===== config.mk =====
export PLATFORM = sky130hd
export DESIGN_NAME = gpu_sram_port_arb
export DESIGN_NICKNAME = d
export VERILOG_FILES = /design/src/rtl/gpu_sram_port_arb.sv
export SDC_FILE = /design/constraint.sdc
export NUM_CORES = 1
export LEC_CHECK = 0
export ABC_CLOCK_PERIOD_IN_PS = 2360
export CORE_ASPECT_RATIO = 1.1
export CORE_MARGIN = 8
export CORE_UTILIZATION = 41
export DETAILED_ROUTE_END_ITERATION = 10
export GPL_ROUTABILITY_DRIVEN = 0
export PLACE_DENSITY = 0.8
export SLEW_MARGIN = 20
export SYNTH_ARGS = -nofsm -noshare
export SYNTH_HDL_FRONTEND = slang
export SYNTH_SLANG_ARGS = --single-unit

===== constraint.sdc =====
create_clock -name I_CLK -period 2.36 [get_ports I_CLK]
set_clock_uncertainty 0.2 [all_clocks]
set_input_delay 0.236 -clock I_CLK [delete_from_list [all_inputs] [get_ports I_CLK]]
set_output_delay 0.236 -clock I_CLK [all_outputs]
set_load 0.01 [all_outputs]

===== src/rtl/gpu_sram_port_arb.sv =====
// gpu_sram_port_arb
// Shares the single GPU-SRAM framebuffer port between the rasterizer
// (requester 0) and the clear/fill engine (requester 1). Accesses are issued
// only during blanking (I_VIDEO_ON low). A granted requester keeps the port
// for up to MAX_BURST consecutive beats. Each accepted request drives one
// registered SRAM strobe in the following cycle. Read data returns two
// cycles after the handshake.
//
// Build option: define GPU_ARB_FIXED_PRIO_EN to make requester 0 always win
// IDLE arbitration when both requesters are valid. The default build uses
// round-robin arbitration.
module gpu_sram_port_arb #(
    parameter int ADDR_W    = 18,
    parameter int DATA_W    = 16,
    parameter int MAX_BURST = 16   // legal range 1..255
) (
    input  logic              I_CLK,
    input  logic              I_RST_N,
    input  logic              I_VIDEO_ON,

    input  logic              I_REQ0_VALID,
    output logic              O_REQ0_READY,
    input  logic [ADDR_W-1:0] I_REQ0_ADDR,
    input  logic [DATA_W-1:0] I_REQ0_WDATA,
    input  logic              I_REQ0_WE,

    input  logic              I_REQ1_VALID,
    output logic              O_REQ1_READY,
    input  logic [ADDR_W-1:0] I_REQ1_ADDR,
    input  logic [DATA_W-1:0] I_REQ1_WDATA,
    input  logic              I_REQ1_WE,

    output logic              O_RSP0_VALID,
    output logic              O_RSP1_VALID,
    output logic [DATA_W-1:0] O_RSP_DATA,

    input  logic [DATA_W-1:0] I_GPU_DATA,
    output logic [ADDR_W-1:0] O_GPU_ADDR,
    output logic [DATA_W-1:0] O_GPU_DATA,
    output logic              O_GPU_READ,
    output logic              O_GPU_WRITE
);

    typedef enum logic [1:0] {
        IDLE = 2'd0,
        OWN0 = 2'd1,
        OWN1 = 2'd2
    } state_t;

    localparam logic [7:0] BURST_LAST = 8'(MAX_BURST);

    state_t      state, state_nxt;
    logic        last, last_nxt;      // previous owner; 1 after reset so req0 wins first
    logic [7:0]  beats, beats_nxt;

    logic        ready0, ready1;
    logic        xfer0, xfer1, xfer;
    logic        own_id;

    logic [ADDR_W-1:0] gpu_addr;
    logic [DATA_W-1:0] gpu_data;
    logic              gpu_read, gpu_write;
    logic              rd_id;         // requester that owns the read strobe in flight
    logic              rsp_valid0, rsp_valid1;
    logic [DATA_W-1:0] rsp_data;

    // Combinational grant: depends only on VALIDs, video state, FSM state and reset.
    always_comb begin
        // NOTE: every output of a combinational block gets a default first, so no path can infer a latch.
        ready0 = 1'b0;
        ready1 = 1'b0;
        // Reset is included so READY is low while reset is asserted.
        if (I_RST_N && !I_VIDEO_ON) begin
            case (state)
                IDLE: begin
                    if (I_REQ0_VALID && I_REQ1_VALID) begin
`ifdef GPU_ARB_FIXED_PRIO_EN
                        ready0 = 1'b1;
`else
                        ready0 = last;
                        ready1 = !last;
`endif
                    end else begin
                        ready0 = I_REQ0_VALID;
                        ready1 = I_REQ1_VALID;
                    end
                end
                OWN0:    ready0 = I_REQ0_VALID;
                OWN1:    ready1 = I_REQ1_VALID;
                default: ;
            endcase
        end
    end

    assign xfer0  = I_REQ0_VALID && ready0;
    assign xfer1  = I_REQ1_VALID && ready1;
    assign xfer   = xfer0 || xfer1;
    assign own_id = (state == OWN1);

    // Next-state logic: burst ownership, beat counting and owner history.
    always_comb begin
        state_nxt = state;
        last_nxt  = last;
        beats_nxt = beats;
        if (I_VIDEO_ON) begin
            state_nxt = IDLE;
            beats_nxt = 8'd0;
            if (state != IDLE) begin
                last_nxt = own_id;
            end
        end else begin
            case (state)
                IDLE: begin
                    if (xfer) begin
                        if (MAX_BURST == 1) begin
                            last_nxt = xfer1;
                        end else begin
                            state_nxt = xfer1 ? OWN1 : OWN0;
                            beats_nxt = 8'd1;
                        end
                    end
                end
                OWN0, OWN1: begin
                    if (xfer) begin
                        beats_nxt = beats + 8'd1;
                        if (beats + 8'd1 == BURST_LAST) begin
                            state_nxt = IDLE;
                            last_nxt  = own_id;
                            beats_nxt = 8'd0;
                        end
                    end else begin
                        // Owner dropped VALID: give the port back after this bubble.
                        state_nxt = IDLE;
                        last_nxt  = own_id;
                        beats_nxt = 8'd0;
                    end
                end
                default: begin
                    state_nxt = IDLE;
                    beats_nxt = 8'd0;
                end
            endcase
        end
    end

    // FSM state register.
    always_ff @(posedge I_CLK or negedge I_RST_N) begin
        if (!I_RST_N) begin
            state <= IDLE;
            last  <= 1'b1;
            beats <= 8'd0;
        end else begin
            // NOTE: sequential state uses non-blocking assignments so every flop samples pre-edge values.
            state <= state_nxt;
            last  <= last_nxt;
            beats <= beats_nxt;
        end
    end

    // SRAM command stage: one strobe in the cycle after each accepted request.
    always_ff @(posedge I_CLK or negedge I_RST_N) begin
        if (!I_RST_N) begin
            // NOTE: the address/data registers are reset too, because they drive outputs that must be 0 in reset.
            gpu_addr  <= '0;
            gpu_data  <= '0;
            gpu_read  <= 1'b0;
            gpu_write <= 1'b0;
            rd_id     <= 1'b0;
        end else begin
            gpu_read  <= 1'b0;
            gpu_write <= 1'b0;
            if (xfer) begin
                gpu_addr  <= xfer1 ? I_REQ1_ADDR  : I_REQ0_ADDR;
                gpu_data  <= xfer1 ? I_REQ1_WDATA : I_REQ0_WDATA;
                gpu_write <= xfer1 ? I_REQ1_WE    : I_REQ0_WE;
                gpu_read  <= xfer1 ? !I_REQ1_WE   : !I_REQ0_WE;
                rd_id     <= xfer1;
            end
        end
    end

    // Read return stage: capture SRAM data at the end of the read strobe cycle.
    always_ff @(posedge I_CLK or negedge I_RST_N) begin
        if (!I_RST_N) begin
            rsp_valid0 <= 1'b0;
            rsp_valid1 <= 1'b0;
            rsp_data   <= '0;
        end else begin
            rsp_valid0 <= gpu_read && !rd_id;
            rsp_valid1 <= gpu_read &&  rd_id;
            if (gpu_read) begin
                rsp_data <= I_GPU_DATA;
            end
        end
    end

    assign O_REQ0_READY = ready0;
    assign O_REQ1_READY = ready1;
    assign O_GPU_ADDR   = gpu_addr;
    assign O_GPU_DATA   = gpu_data;
    assign O_GPU_READ   = gpu_read;
    assign O_GPU_WRITE  = gpu_write;
    assign O_RSP0_VALID = rsp_valid0;
    assign O_RSP1_VALID = rsp_valid1;
    assign O_RSP_DATA   = rsp_data;

endmodule


== After elaboration in Yosys (flattened, before gate mapping) ==
Index checks and enable logic that the tools add are counted.

* Input bits: 91
* Register bits after elaboration: 66
* Output and inout bits: 56
* Word-level logic and storage cells: 65

* Multiplexer cells: 28
* $add $sub $neg: 1
* Reductions and logical operators: 18
* Equal/unequal tests: 7

{| class="wikitable"
|+ Operators by type and width
! cell !! count
|-
| 8-bit two-way mux || 4
|-
| 18-bit two-way mux || 1
|-
| 16-bit two-way mux || 1
|-
| 8-bit case mux with 2 select lines || 1
|-
| 1-bit two-way mux || 13
|-
| 2-bit two-way mux || 5
|-
| 8-bit by 1-bit adder with 8-bit output, second input constant || 1
|-
| 8-bit by 5-bit equality test with 1-bit output, second input constant || 1
|-
| 1-bit logical AND || 6
|-
| 1-bit zero test || 5
|-
| 4-bit != test, second input constant || 1
|-
| 1-bit case mux with 2 select lines || 2
|-
| 2-bit case mux with 2 select lines || 1
|-
| 2-bit nonzero test || 2
|-
| 3-bit by 2-bit != test with 1-bit output, second input constant || 1
|-
| 3-bit != test, second input constant || 1
|-
| 3-bit AND reduction || 1
|-
| 2-bit by 1-bit equality test with 1-bit output, second input constant || 1
|-
| 2-bit equality test, second input constant || 1
|-
| 2-bit zero test || 1
|-
| 2-bit by 1-bit != test with 1-bit output, second input constant || 1
|-
| 2-bit AND reduction || 1
|-
| 2-bit OR reduction || 1
|-
| 1-bit logical OR || 1
|}

== Logic depth before layout (Yosys ltp) ==
* Word-level depth: 9
* Gate-level depth with buffers: 10
* Mapped depth without buffers: 8

== Worst setup path after synthesis ==
No wires, ideal clock.

* Kind: register -> register
* Start: register state[0]
* End: register state[1]
* Library setup time: 122 ps
* Clock period less this slack: 2110 ps
* Stages on the path, launching flop included: 9
* Arrival time: 1788 ps
* Slack: 250 ps
* Data required time: 2038 ps
* Buffers on the path: 0
* Cells stage by stage: dfrtp_1 inv_1 ha_1 a21boi_1 o21ai_2 a21bo_2 nand3_1 or2_2 a32o_1

* Cells in the longest elaborated chain, start to end: 8
* Elaborated cells on any way between the ends: 19
* Classes of those cells: eq/ne: 4; mux: 9; reduce/logical: 6

{| class="wikitable"
|+ Ends and longest elaborated chain
! item !! RTL line !! RTL
|-
| start: declaration || 52 || <nowiki>state_t state, state_nxt;</nowiki>
|-
| start signal: assignment || 154 || <nowiki>state <= state_nxt;</nowiki>
|-
| 2-bit equality test (tied with other cells) || 74, 112 ||
|-
| 1-bit case mux with 2 select lines || 74 || <nowiki>case (state)</nowiki>
|-
| 1-bit two-way mux || 73 || <nowiki>if (I_RST_N && !I_VIDEO_ON) begin</nowiki>
|-
| 1-bit logical AND (on tied branches) || 96, 95 ||
|-
| 2-bit two-way mux or 1-bit logical OR (tied branches) || 118, 97 ||
|-
| 2-bit two-way mux (on tied branches) || 114, 124 ||
|-
| 2-bit case mux with 2 select lines || 112 || <nowiki>case (state)</nowiki>
|-
| 2-bit two-way mux || 105 || <nowiki>if (I_VIDEO_ON) begin</nowiki>
|}

Several ways; a longest one is shown, not always the timed one. The select of a mux whose other input is x is not followed.
A chain may end at the register's enable or synchronous reset.

== Worst setup path after layout ==
* Start: register state[1]
* End: output port O_REQ1_READY

* Cells in the longest elaborated chain, start to end: 3
* Elaborated cells on any way between the ends: 4
* Classes of those cells: eq/ne: 1; mux: 2; reduce/logical: 1

{| class="wikitable"
|+ Ends and longest elaborated chain
! item !! RTL line !! RTL
|-
| 2-bit equality test or 2-bit zero test (tied branches) || 74 ||
|-
| 1-bit case mux with 2 select lines (*) || 74 ||
|-
| 1-bit two-way mux (*) || 73 ||
|-
| end: declaration || 28 || <nowiki>output logic O_REQ1_READY,</nowiki>
|}

Every way passes the cells marked *; elsewhere a longest branch is shown, timed or not.

==> reports/qor.log <==
[outcome] result of the run finished, final reports clean
[routing] wire length per cell 17.69 um
[power] Pleak 2.065 nW
[power] worst IR drop on VDD 367.9 uV
[synthesis] leading register cell type out of synthesis sky130_fd_sc_hd__dfrtp_1
[min_path] Hold Path Class primary input to asynchronous set/reset pin
[routing] overall routed net length 9.940 mm
[timing] number of pins with negative max-slew slack in the final report 0
[placement] count of port buffers added during placement 146
[grt] antenna violations before repair 0
[critical_path] category of the most critical setup path flip-flop to output port
[finish] core occupancy in the finished layout 67.12%
[die] Die Footprint 0.01056 mm^2
[die] die span in y 107.0 um
[critical_path] element type at the critical path end output port
[timing] tightest slew margin relative to the limit 62.75%
[placement] HPWL after DPL 7.618 mm
[finish] Layout Cell Area excl Fill 0.004961 mm^2
[grt] pin count of the biggest net entering global routing 46
[synthesis] Yosys warning total 0
[critical_path] Worst Setup Start Kind flip-flop
[placement] worst slack, placed 0.07961 ns
[synthesis] register bit total from synthesis 66
[cts] CTS clk-pin slew, worst paths 0.07 ns
[synthesis] Synthesized Nets 409
[timing] portion of the clock cycle consumed by the worst path in the final layout 96.15%
[cts] sink count of the clock tree 66
[cts] htree depth 3
[cts] number of buffers created by CTS 9
[cts] number of buffers between clock root and the deepest sink 2
[synthesis] Avg Synthesized Cell Area 9.921 um^2
[routing] vias per cell 5.329
[cts] clock tree from TritonCTS yes
[die] horizontal die dimension 98.71 um
[die] total core area 0.007391 mm^2
[timing] FMAX 0.4407 GHz
[routing] Post-route DRC 0
[timing] hold violation count in the final report 0
[finish] most frequent cells in the layout 143 x sky130_fd_sc_hd__clkdlybuf4s50_1, 65 x sky130_fd_sc_hd__dfrtp_1, 41 x sky130_fd_sc_hd__nand2_1
[flow_run] total of max-cap violations 0
[placement] post-place instance area 0.004731 mm^2
[finish] final net count 568
[synthesis] Post-synth EDFFs 0
[timing] final critical delay including setup and external delays 2.269 ns
[cts] post-CTS setup buffer count 0
[die] initial cell density of the core 41.75%
[routing] initial detailed-routing violation count 112
[die] FP Rows 33
[timing] Finish-stage setup viols 0
[timing] transition at the pin with the smallest max-transition slack 0.5587 ns
[synthesis] async set-or-reset flop fraction in the synthesized netlist 100.0%
[cts] clock latency on the worst-skew pair 0.35 ns
[grt] vias in the first global route 3017
[synthesis] number of distinct library cells after synthesis 48
[routing] residual antenna-violating net count after detailed routing 0
[critical_path] required time at the endpoint of the critical path 1.92 ns
[synthesis] Netlist Area Pre-Place 0.003085 mm^2
[power] total power per unit cell area 860.5 mW/mm^2
[cts] root buffer cell sky130_fd_sc_hd__clkbuf_8
[grt] wire length of the first global-routing pass 15.60 mm
[synthesis] post-synthesis sequential area ratio 53.57%
[finish] share of final-layout standard cells stronger than drive strength 1 13.89%
[grt] GRT Overall Usage 18.70%
[finish] final antenna diode count 0
[synthesis] Post-Syn Instances 311
[power] power consumption 0.004269 W
[routing] TritonRoute pass-1 iters 4
[critical_path] arrival time of data at the critical path endpoint 1.83 ns
[timing] crit path setup slack, layout 0.09092 ns
[finish] area growth from synthesis to layout 60.79%
[die] IO Count 147
[routing] via count 2995
[critical_path] CP Max Fanout 5
[finish] most common cell after layout, fill and taps aside sky130_fd_sc_hd__clkdlybuf4s50_1
[grt] Congestion Overflow GR 0
## cells in the mapped netlist (2+ instances only)
cell                       number  area share, %
sky130_fd_sc_hd__nor2_1        39            4.7
sky130_fd_sc_hd__and3_1         2           0.41
sky130_fd_sc_hd__nand2_1       41            5.0
sky130_fd_sc_hd__dfrtp_1       65             53
sky130_fd_sc_hd__clkbuf_1      11            1.3
sky130_fd_sc_hd__buf_2          6           0.97
sky130_fd_sc_hd__nor2b_1        3           0.61
sky130_fd_sc_hd__nand3_1        7            1.1
sky130_fd_sc_hd__a21oi_1       25            4.1
sky130_fd_sc_hd__o21ai_0        8            1.3
sky130_fd_sc_hd__nor4_1         2           0.41
sky130_fd_sc_hd__ha_1           7            2.8
sky130_fd_sc_hd__inv_1          4           0.49
sky130_fd_sc_hd__a31oi_1       13            2.6
sky130_fd_sc_hd__xor2_1         2           0.57
sky130_fd_sc_hd__mux2_2        16            5.8
sky130_fd_sc_hd__o22ai_1       25            5.1
sky130_fd_sc_hd__nand2b_1       4           0.81
sky130_fd_sc_hd__and2_1         2           0.41
## critical path: stages (launching register included)
cell,delay [ns]
sky130_fd_sc_hd__dfrtp_1,0.38
sky130_fd_sc_hd__inv_1,0.10
sky130_fd_sc_hd__ha_1,0.18
sky130_fd_sc_hd__a21boi_2,0.19
sky130_fd_sc_hd__o21ai_2,0.09
sky130_fd_sc_hd__or2_1,0.24
sky130_fd_sc_hd__inv_2,0.06
sky130_fd_sc_hd__clkdlybuf4s15_1,0.25
## repair_timing
action / CTS / global route
endpoints found under the setup margin: 2 / 4
resized for setup: 2 / 3
hold endpoints to repair: 56 / 0
hold buffers: 1 / 0
## cell type report
| cell class | count | area (um^2) |
|---|---|---|
| clock inverters | 7 | 92.59 |
| flip-flops and latches | 66 | 1653 |
| fillers | 569 | 2430 |
| multi-input cells | 222 | 1343 |
| repair buffers | 166 | 1622 |
| well taps | 87 | 108.9 |
| clock buffers | 9 | 123.9 |
| inverters | 5 | 18.77 |
## cell families after synthesis
group	share of synthesized area, %
multiplexers	6.650
AND/OR/NAND/NOR	15.61
XOR/XNOR	0.8517
flip-flops	53.57
buffers and inverters	3.284
adder cells (fa/ha/maj)	2.838
AO/OA/AOI/OAI	17.19
## worst paths after layout
path,endpoint,startpoint,cells past startpoint,slack [ns]
max,O_REQ1_READY,state[1],7,0.09
max in group asynchronous,O_GPU_READ,I_RST_N,3,1.01
max reg2reg,O_GPU_DATA[11],state[1],9,0.13
min reg2reg,O_RSP0_VALID,rd_id,1,0.25
min in group I_CLK,O_GPU_DATA[15],I_REQ1_WDATA[15],3,0.25
min,beats[3],I_RST_N,2,0.12
## routing by layer
metal	routed length, um	up-vias	global-route usage (%)
met1	4049	1436	21.76
met3	905	15	7.323
met2	4788	131	30.40
met5	0	-	0
met4	197	0	7.464
li1	-	1413	-
## state kept, by name, indices dropped and copies added, names as in the netlist
name,count
O_GPU_ADDR,18
O_GPU_DATA,16
O_GPU_READ,1
O_GPU_WRITE,1
O_RSP0_VALID,1
O_RSP1_VALID,1
O_RSP_DATA,16
beats,8
last,1
rd_id,1
state,2
## stage by stage
step / hold slack [ns] / setup TNS [ns] / std cells
floorplan: -0.2596 / 0 / 311
global placement: -0.1019 / 0 / 545
detailed placement: -0.09632 / 0 / 545
CTS: 0.09601 / 0 / 562
global route: 0.1210 / -0.01173 / 562
finish: 0.1235 / 0 / 562
## report_power, final
part / switching, W / internal (W)
Clock: 0.000446 / 0.000594
Sequential: 0.000169 / 0.00145
Combinational: 0.000669 / 0.000939
Total: 0.00128 / 0.00299
No activity file was read; power rests on OpenSTA's default activity.
